==> config.mk <==
export PLATFORM = sky130hd
export DESIGN_NAME = cvxif_issue_arbiter_flat
export DESIGN_NICKNAME = d
export VERILOG_FILES = /design/src/rtl/cvxif_arb_pkg.sv /design/src/rtl/cvxif_issue_arbiter_if.sv /design/src/rtl/cvxif_issue_arbiter_rr_arbiter.sv /design/src/rtl/cvxif_issue_arbiter.sv /design/src/flat_wrapper.sv
export SDC_FILE = /design/constraint.sdc
export NUM_CORES = 1
export LEC_CHECK = 0
export ABC_AREA = 1
export BUFFER_PORTS_ARGS = -buffer_cell sky130_fd_sc_hd__clkbuf_2
export CORE_AREA = 10 10 91 93
export DETAILED_ROUTE_END_ITERATION = 12
export DIE_AREA = 0 0 101 103
export GPL_ROUTABILITY_DRIVEN = 1
export PLACE_DENSITY = 0.87
export SLEW_MARGIN = 20
export SYNTH_ARGS = -nofsm -noshare
export SYNTH_HDL_FRONTEND = slang
export SYNTH_SLANG_ARGS = --single-unit
export TNS_END_PERCENT = 20
==> constraint.sdc <==
create_clock -name clk_i -period 3.9 [get_ports clk_i]
set_input_delay 0.195 -clock clk_i [delete_from_list [all_inputs] [get_ports clk_i]]
set_output_delay 0.195 -clock clk_i [all_outputs]
set_load 0.02 [all_outputs]
==> src/rtl/cvxif_arb_pkg.sv <==
// cvxif_arb_pkg: shared defaults, slot-table entry type and free-slot search
// for the cvxif issue arbiter.
package cvxif_arb_pkg;
    localparam int NUM_REQ    = 2;
    localparam int NUM_SLOTS  = 4;
    localparam int ID_WIDTH   = 3;
    localparam int HART_WIDTH = $clog2(NUM_REQ);
    localparam int TAG_WIDTH  = $clog2(NUM_SLOTS);

    typedef struct packed {
        logic                  busy;
        logic [HART_WIDTH-1:0] hart;
        logic [ID_WIDTH-1:0]   id;
    } slot_entry_t;

    function automatic logic [TAG_WIDTH-1:0] lowest_free(input logic [NUM_SLOTS-1:0] busy);
        lowest_free = '0;
        for (int i = NUM_SLOTS - 1; i >= 0; i--) begin
            if (!busy[i]) lowest_free = TAG_WIDTH'(i);
        end
    endfunction
endpackage

==> src/rtl/cvxif_issue_arbiter_if.sv <==
// cvxif_issue_arbiter_if: per-hart issue/result signals plus the single
// coprocessor issue/result port; slave is the arbiter's view.
interface cvxif_issue_arbiter_if import cvxif_arb_pkg::*; #(
    parameter int NumReq   = NUM_REQ,
    parameter int NumSlots = NUM_SLOTS,
    parameter int IdWidth  = ID_WIDTH,
    localparam int TagWidth = $clog2(NumSlots)
);
    logic [NumReq-1:0]              req_valid_i;
    logic [NumReq-1:0]              req_ready_o;
    logic [NumReq-1:0][31:0]        req_instr_i;
    logic [NumReq-1:0][IdWidth-1:0] req_id_i;
    logic [NumReq-1:0]              req_accept_o;
    logic [NumReq-1:0]              req_writeback_o;
    logic                           cop_valid_o;
    logic                           cop_ready_i;
    logic [31:0]                    cop_instr_o;
    logic [TagWidth-1:0]            cop_tag_o;
    logic                           cop_accept_i;
    logic                           cop_writeback_i;
    logic                           res_valid_i;
    logic                           res_ready_o;
    logic [TagWidth-1:0]            res_tag_i;
    logic [63:0]                    res_data_i;
    logic [NumReq-1:0]              hart_res_valid_o;
    logic [NumReq-1:0]              hart_res_ready_i;
    logic [IdWidth-1:0]             hart_res_id_o;
    logic [63:0]                    hart_res_data_o;
    logic                           tag_err_o;

    modport slave (
        input  req_valid_i, req_instr_i, req_id_i, cop_ready_i, cop_accept_i, cop_writeback_i,
               res_valid_i, res_tag_i, res_data_i, hart_res_ready_i,
        output req_ready_o, req_accept_o, req_writeback_o, cop_valid_o, cop_instr_o, cop_tag_o,
               res_ready_o, hart_res_valid_o, hart_res_id_o, hart_res_data_o, tag_err_o
    );
    modport master (
        output req_valid_i, req_instr_i, req_id_i, cop_ready_i, cop_accept_i, cop_writeback_i,
               res_valid_i, res_tag_i, res_data_i, hart_res_ready_i,
        input  req_ready_o, req_accept_o, req_writeback_o, cop_valid_o, cop_instr_o, cop_tag_o,
               res_ready_o, hart_res_valid_o, hart_res_id_o, hart_res_data_o, tag_err_o
    );
endinterface

==> src/rtl/cvxif_issue_arbiter_rr_arbiter.sv <==
// rr_arbiter: picks the first valid requester at or after a rotating pointer;
// the previous grant is held while the issue is stalled.
module rr_arbiter #(
    parameter int N = 2,
    localparam int W = $clog2(N)
) (
    input  logic         clk_i,
    input  logic         rst_i,
    input  logic [N-1:0] valid_i,
    input  logic         lock_i,
    input  logic         advance_i,
    output logic [W-1:0] grant_o,
    output logic         grant_valid_o
);
    logic [W-1:0] r_ptr, r_held, w_pick, w_k;
    logic         r_lock;

    always_comb begin
        w_pick = r_ptr;
        w_k = '0;
        for (int i = N - 1; i >= 0; i--) begin
            w_k = W'((int'(r_ptr) + i) % N);
            if (valid_i[w_k]) w_pick = w_k;
        end
        grant_o = r_lock ? r_held : w_pick;
        grant_valid_o = valid_i[grant_o];
    end

    always_ff @(posedge clk_i) begin
        if (rst_i) begin
            r_ptr  <= '0;
            r_held <= '0;
            r_lock <= 1'b0;
        end else begin
            r_lock <= lock_i;
            r_held <= grant_o;
            if (advance_i) r_ptr <= (grant_o == W'(N - 1)) ? '0 : grant_o + 1'b1;
        end
    end
endmodule

==> src/rtl/cvxif_issue_arbiter.sv <==
// cvxif_issue_arbiter: shares one coprocessor among harts, remapping hart IDs to
// slot tags on issue and routing tagged results back to the owning hart.
module cvxif_issue_arbiter import cvxif_arb_pkg::*; #(
    parameter int NumReq   = NUM_REQ,
    parameter int NumSlots = NUM_SLOTS,
    parameter int IdWidth  = ID_WIDTH
) (
    input  logic                  clk_i,
    input  logic                  rst_i,
    cvxif_issue_arbiter_if.slave  bus
);
    slot_entry_t                 r_slots [NumSlots];
    slot_entry_t                 w_res_slot;
    logic [NumSlots-1:0]         w_busy;
    logic [$clog2(NumSlots)-1:0] w_free;
    logic [$clog2(NumReq)-1:0]   w_win;
    logic [IdWidth-1:0]          w_res_id;
    logic w_gv, w_full, w_issue, w_hs, w_lock, w_res_hs;

    rr_arbiter #(.N(NumReq)) u_rr (
        .clk_i         (clk_i),
        .rst_i         (rst_i),
        .valid_i       (bus.req_valid_i),
        .lock_i        (w_lock),
        .advance_i     (w_hs),
        .grant_o       (w_win),
        .grant_valid_o (w_gv)
    );

    always_comb begin
        w_busy = '0;
        for (int i = 0; i < NumSlots; i++) w_busy[i] = r_slots[i].busy;
        w_free = lowest_free(w_busy);
        w_full = &w_busy;
        w_issue = w_gv & !w_full & !rst_i;
        w_hs = w_issue & bus.cop_ready_i;
        w_lock = w_issue & !bus.cop_ready_i;
        bus.cop_valid_o = w_issue;
        bus.cop_instr_o = bus.req_instr_i[w_win];
        bus.cop_tag_o = w_free;
        bus.req_ready_o = '0;
        bus.req_accept_o = '0;
        bus.req_writeback_o = '0;
        bus.req_ready_o[w_win] = bus.cop_ready_i & !w_full & !rst_i;
        bus.req_accept_o[w_win] = w_hs & bus.cop_accept_i;
        bus.req_writeback_o[w_win] = w_hs & bus.cop_writeback_i;
        // Results for free slots are consumed and dropped so the coprocessor never stalls on them.
        w_res_slot = r_slots[bus.res_tag_i];
        w_res_id = w_res_slot.busy ? w_res_slot.id : '0;
        bus.hart_res_valid_o = '0;
        bus.hart_res_valid_o[w_res_slot.hart] = bus.res_valid_i & w_res_slot.busy & !rst_i;
        bus.res_ready_o = !rst_i & (w_res_slot.busy ? bus.hart_res_ready_i[w_res_slot.hart] : bus.res_valid_i);
        bus.tag_err_o = !rst_i & bus.res_valid_i & !w_res_slot.busy;
        bus.hart_res_id_o = w_res_id;
        bus.hart_res_data_o = bus.res_data_i;
        w_res_hs = bus.res_valid_i & bus.res_ready_o & w_res_slot.busy;
    end

    always_ff @(posedge clk_i) begin
        if (rst_i) begin
            for (int i = 0; i < NumSlots; i++) r_slots[i] <= '0;
        end else begin
            if (w_res_hs) r_slots[bus.res_tag_i].busy <= 1'b0;
            if (w_hs & bus.cop_accept_i & bus.cop_writeback_i)
                r_slots[w_free] <= slot_entry_t'{busy: 1'b1, hart: w_win, id: bus.req_id_i[w_win]};
        end
    end
endmodule
==> src/flat_wrapper.sv <==
// flat-port wrapper written by rule: the top's interface ports become plain ports
module cvxif_issue_arbiter_flat import cvxif_arb_pkg::*;
#(
    parameter int NumReq   = NUM_REQ,
    parameter int NumSlots = NUM_SLOTS,
    parameter int IdWidth  = ID_WIDTH
)
  (clk_i, rst_i, bus_req_valid_i, bus_req_instr_i, bus_req_id_i, bus_cop_ready_i, bus_cop_accept_i, bus_cop_writeback_i, bus_res_valid_i, bus_res_tag_i, bus_res_data_i, bus_hart_res_ready_i, bus_req_ready_o, bus_req_accept_o, bus_req_writeback_o, bus_cop_valid_o, bus_cop_instr_o, bus_cop_tag_o, bus_res_ready_o, bus_hart_res_valid_o, bus_hart_res_id_o, bus_hart_res_data_o, bus_tag_err_o);
  cvxif_issue_arbiter_if #(.NumReq(NumReq), .NumSlots(NumSlots), .IdWidth(IdWidth)) bus_i ();
  input  logic clk_i;
  input  logic rst_i;
  input wire logic [$bits(bus_i.req_valid_i)-1:0] bus_req_valid_i;
  input wire logic [$bits(bus_i.req_instr_i)-1:0] bus_req_instr_i;
  input wire logic [$bits(bus_i.req_id_i)-1:0] bus_req_id_i;
  input wire logic [$bits(bus_i.cop_ready_i)-1:0] bus_cop_ready_i;
  input wire logic [$bits(bus_i.cop_accept_i)-1:0] bus_cop_accept_i;
  input wire logic [$bits(bus_i.cop_writeback_i)-1:0] bus_cop_writeback_i;
  input wire logic [$bits(bus_i.res_valid_i)-1:0] bus_res_valid_i;
  input wire logic [$bits(bus_i.res_tag_i)-1:0] bus_res_tag_i;
  input wire logic [$bits(bus_i.res_data_i)-1:0] bus_res_data_i;
  input wire logic [$bits(bus_i.hart_res_ready_i)-1:0] bus_hart_res_ready_i;
  output wire logic [$bits(bus_i.req_ready_o)-1:0] bus_req_ready_o;
  output wire logic [$bits(bus_i.req_accept_o)-1:0] bus_req_accept_o;
  output wire logic [$bits(bus_i.req_writeback_o)-1:0] bus_req_writeback_o;
  output wire logic [$bits(bus_i.cop_valid_o)-1:0] bus_cop_valid_o;
  output wire logic [$bits(bus_i.cop_instr_o)-1:0] bus_cop_instr_o;
  output wire logic [$bits(bus_i.cop_tag_o)-1:0] bus_cop_tag_o;
  output wire logic [$bits(bus_i.res_ready_o)-1:0] bus_res_ready_o;
  output wire logic [$bits(bus_i.hart_res_valid_o)-1:0] bus_hart_res_valid_o;
  output wire logic [$bits(bus_i.hart_res_id_o)-1:0] bus_hart_res_id_o;
  output wire logic [$bits(bus_i.hart_res_data_o)-1:0] bus_hart_res_data_o;
  output wire logic [$bits(bus_i.tag_err_o)-1:0] bus_tag_err_o;
  assign bus_i.req_valid_i = bus_req_valid_i;
  assign bus_i.req_instr_i = bus_req_instr_i;
  assign bus_i.req_id_i = bus_req_id_i;
  assign bus_i.cop_ready_i = bus_cop_ready_i;
  assign bus_i.cop_accept_i = bus_cop_accept_i;
  assign bus_i.cop_writeback_i = bus_cop_writeback_i;
  assign bus_i.res_valid_i = bus_res_valid_i;
  assign bus_i.res_tag_i = bus_res_tag_i;
  assign bus_i.res_data_i = bus_res_data_i;
  assign bus_i.hart_res_ready_i = bus_hart_res_ready_i;
  assign bus_req_ready_o = bus_i.req_ready_o;
  assign bus_req_accept_o = bus_i.req_accept_o;
  assign bus_req_writeback_o = bus_i.req_writeback_o;
  assign bus_cop_valid_o = bus_i.cop_valid_o;
  assign bus_cop_instr_o = bus_i.cop_instr_o;
  assign bus_cop_tag_o = bus_i.cop_tag_o;
  assign bus_res_ready_o = bus_i.res_ready_o;
  assign bus_hart_res_valid_o = bus_i.hart_res_valid_o;
  assign bus_hart_res_id_o = bus_i.hart_res_id_o;
  assign bus_hart_res_data_o = bus_i.hart_res_data_o;
  assign bus_tag_err_o = bus_i.tag_err_o;
  cvxif_issue_arbiter #(.NumReq(NumReq), .NumSlots(NumSlots), .IdWidth(IdWidth)) u_core (.clk_i(clk_i), .rst_i(rst_i), .bus(bus_i));
endmodule
==> impl_results.md <==
- Outcome: finished, final reports clean
- Critical path class: flop to primary output
- Starting Density: 0.3343
- Fin area: 2451 um^2
- Register area share after synthesis: 0.2826
- Layout cells sized above 1: 0.3795
- Post-DP Area: 2404 um^2
- WL per Instance: 14.92 um
- Combinational share of power: 0.381
- Fmax: 449.7 MHz
- Mapped Cells: 331
- Post-Route M1 WL: 2377 um
- Post-Syn Area: 2196 um^2
- Setup bufs post-CTS: 0
- Reg-to-Reg Start: u_core.u_rr.r_ptr
- Final setup skew: 0.004295 ns
- I/O pin count: 258
- Cell Rows: 30
- DR WL met2: 3556 um
- Max Used Layer: met4
- Post-route core utilization: 0.3731
- Drt first pass iters: 4
- Max IR drop VDD: 0.0001146 V
- GRT overflow: 0
- Core area: 6569 um^2
- Setup slack, reg-to-reg: 1.87 ns
- First-pass GRT wire length: 10720 um
- Number of DRC markers in iteration 0: 82
- Initial antenna violation count: 0
- Largest cells by area after synthesis: buf_4, nand2_1, edfxtp_1
- Period Utilization, post-route: 0.5702
- Worst Path Required: 3.70 ns
- Critical Path Most Common Cell: nand2_1
- Endpoint, Worst Hold: u_core.u_rr.r_lock
- Hold WS: 0.1689 ns
- CTS H-tree lvls: 1
- Reg2Reg Depth: 10
- Setup tns final: 0 ns
- CTS tree: done
- Worst setup SP type: flop
- Placed Cells: 466
- Final worst slack: 1.676 ns
- Post-synth top cells: nand2_1, buf_4, nor2_1
- Lkg Pwr: 1.463 nW
- CP arrival: 2.03 ns
- Ys Warns: 0
- Die Area: 10400 um^2
- Top_reg_cell synth: edfxtp_1
- #FFs+latches synth: 23
- Die width: 101 um
- Layout Nets: 537
- Largest net degree at the start of global routing: 42
- CTS Hold Bufs: 0
- Most common cell in the netlist: nand2_1
- Flop pwr share: 0.402
- Switching Power: 0.2469 mW
- Final Total Pwr: 0.6770 mW
- Crit path max fanout: 37
- Hold Vio Cnt, Final: 0
- Input/output buffers: 129
- Mean Syn Cell Area: 6.634 um^2
- Slowest-stage cell, CP: dfxtp_1
- CTS Buffer Depth: 2
- FF-to-FF End: u_core.r_slots[3][2]
- Async S/R FF share, synth: 0
- Largest stage delay on the critical path: 0.37 ns
- HP Class: input port to flop
- Synth unique cells: 28
- Final WL: 7029 um
- GRT Util Overall: 0.1251
- # DRC: 0
- Clk Latency, worst-skew pair: 0.26 ns
- CTS root buf: clkbuf_8
- Clock power share: 0.217
- CP top delay family: simple AND/OR/NAND/NOR gates
- Number of global-route vias before repair: 2313
- CTS resizes: 0
- Unrepaired setup endpoints after global routing: false
- EDFF count, synth: 16
- Hold Path Depth: 2
- Slew margin rel.: 0.5830
- P_int: 0.4301 mW
- Syn-to-layout area delta: 11.62%
- Remaining antenna violation count: 0
- Filler cells: 685
- Via Count: 2208
- Synth area leader: buf_4
- Critical path, cell by cell: inv_1 > a21oi_1 > nand2_1 > nand2_1 > buf_4 > nand2_1 > nand3_1 > inv_1 > nand3_1 > nor2_1 > clkbuf_2
- Post-synth top area share: 0.2256
- Hold path start: bus_cop_ready_i
- Switching Fraction: 0.3647
- Worst Max-Slew Pin Slew: 0.6246 ns
- Synthesized net count: 477
- DP Worst Slack: 1.658 ns
- Worst path bufs/invs: 4
- Total CTS buffers: 3
- Final Critical Period: 2.224 ns
- Routability cong.: 0.8882
- Max-slew violation count: 0
- Vias per cell: 4.688
- Met3 wire len: 945 um
- Finish-stage setup viols: 0
- Chip height: 103 um
- Layout Cells excl Fill: 471
- DP Wirelength: 6067 um
- Max cap viols: 0
- CTS sink count: 23
- Worst setup EP type: primary output
- PwrDens: 276.2 nW/um^2
- Reg clk slew, reported paths: 0.08 ns
==> flip-flops by register name, summed over array words and instances, names as in the netlist <==
name                cells
u_core.u_rr.r_held      1
u_core.u_rr.r_ptr       1
u_core.r_slots         20
u_core.u_rr.r_lock      1
==> logic make-up after synthesis <==
logic type	Yosys count	synth area share
AO/OA/AOI/OAI	20	0.05071
AND/OR/NAND/NOR	187	0.3647
flip-flops	23	0.2826
buffers and inverters	98	0.2883
multiplexers	3	0.01368
==> worst max-delay path by stage <==
stage                                   to          startpoint  cells past startpoint
floorplan              bus_req_accept_o[1]   u_core.u_rr.r_ptr                      8
detailed placement     bus_req_accept_o[0]  bus_req_valid_i[0]                     10
global placement       bus_req_accept_o[0]  bus_req_valid_i[0]                     10
global route           bus_req_accept_o[0]   u_core.u_rr.r_ptr                     11
finish              bus_req_writeback_o[0]   u_core.u_rr.r_ptr                     11
CTS                    bus_req_accept_o[0]   u_core.u_rr.r_ptr                      8
==> placed cells by master (no fill, tap or decap), types with 4 or more instances in the layout <==
master,netlist,routed
nand2_1,130,130
dfxtp_1,7,7
a21oi_1,4,4
inv_1,20,19
nand3_1,8,8
edfxtp_1,16,16
o21ai_0,8,8
nor2_1,37,37
clkbuf_2,1,129
==> final cells by class <==
| type | instances | area (um^2) | area share |
|---|---|---|---|
| antenna | 1 | 2.502 | 0.001021 |
| timing repair buffer | 130 | 653.1 | 0.2665 |
| sequential | 23 | 620.6 | 0.2532 |
| multi-input combinational | 210 | 942.2 | 0.3844 |
| clock buffer | 4 | 45.04 | 0.01838 |
| inverter | 23 | 87.58 | 0.03573 |
| tap | 80 | 100.1 | 0.04084 |
==> metal layers <==
| metal | global-route usage | up-vias |
|---|---|---|
| met1 | 0.1193 | 965 |
| met4 | 0.06860 | 0 |
| li1 | - | 1085 |
| met5 | 0 | - |
| met3 | 0.05965 | 20 |
| met2 | 0.2182 | 138 |
==> power groups by stage <==
stage | Sequential, mW | Clock (mW) | Combinational [mW]
CTS | 0.272 | 0.149 | 0.262
global placement | 0.277 | 0 | 0.256
global route | 0.273 | 0.156 | 0.287
finish | 0.272 | 0.147 | 0.258
detailed placement | 0.277 | 0 | 0.261
floorplan | 0.276 | 0 | 0.251
Note: power is estimated with default switching activity, not from simulation.
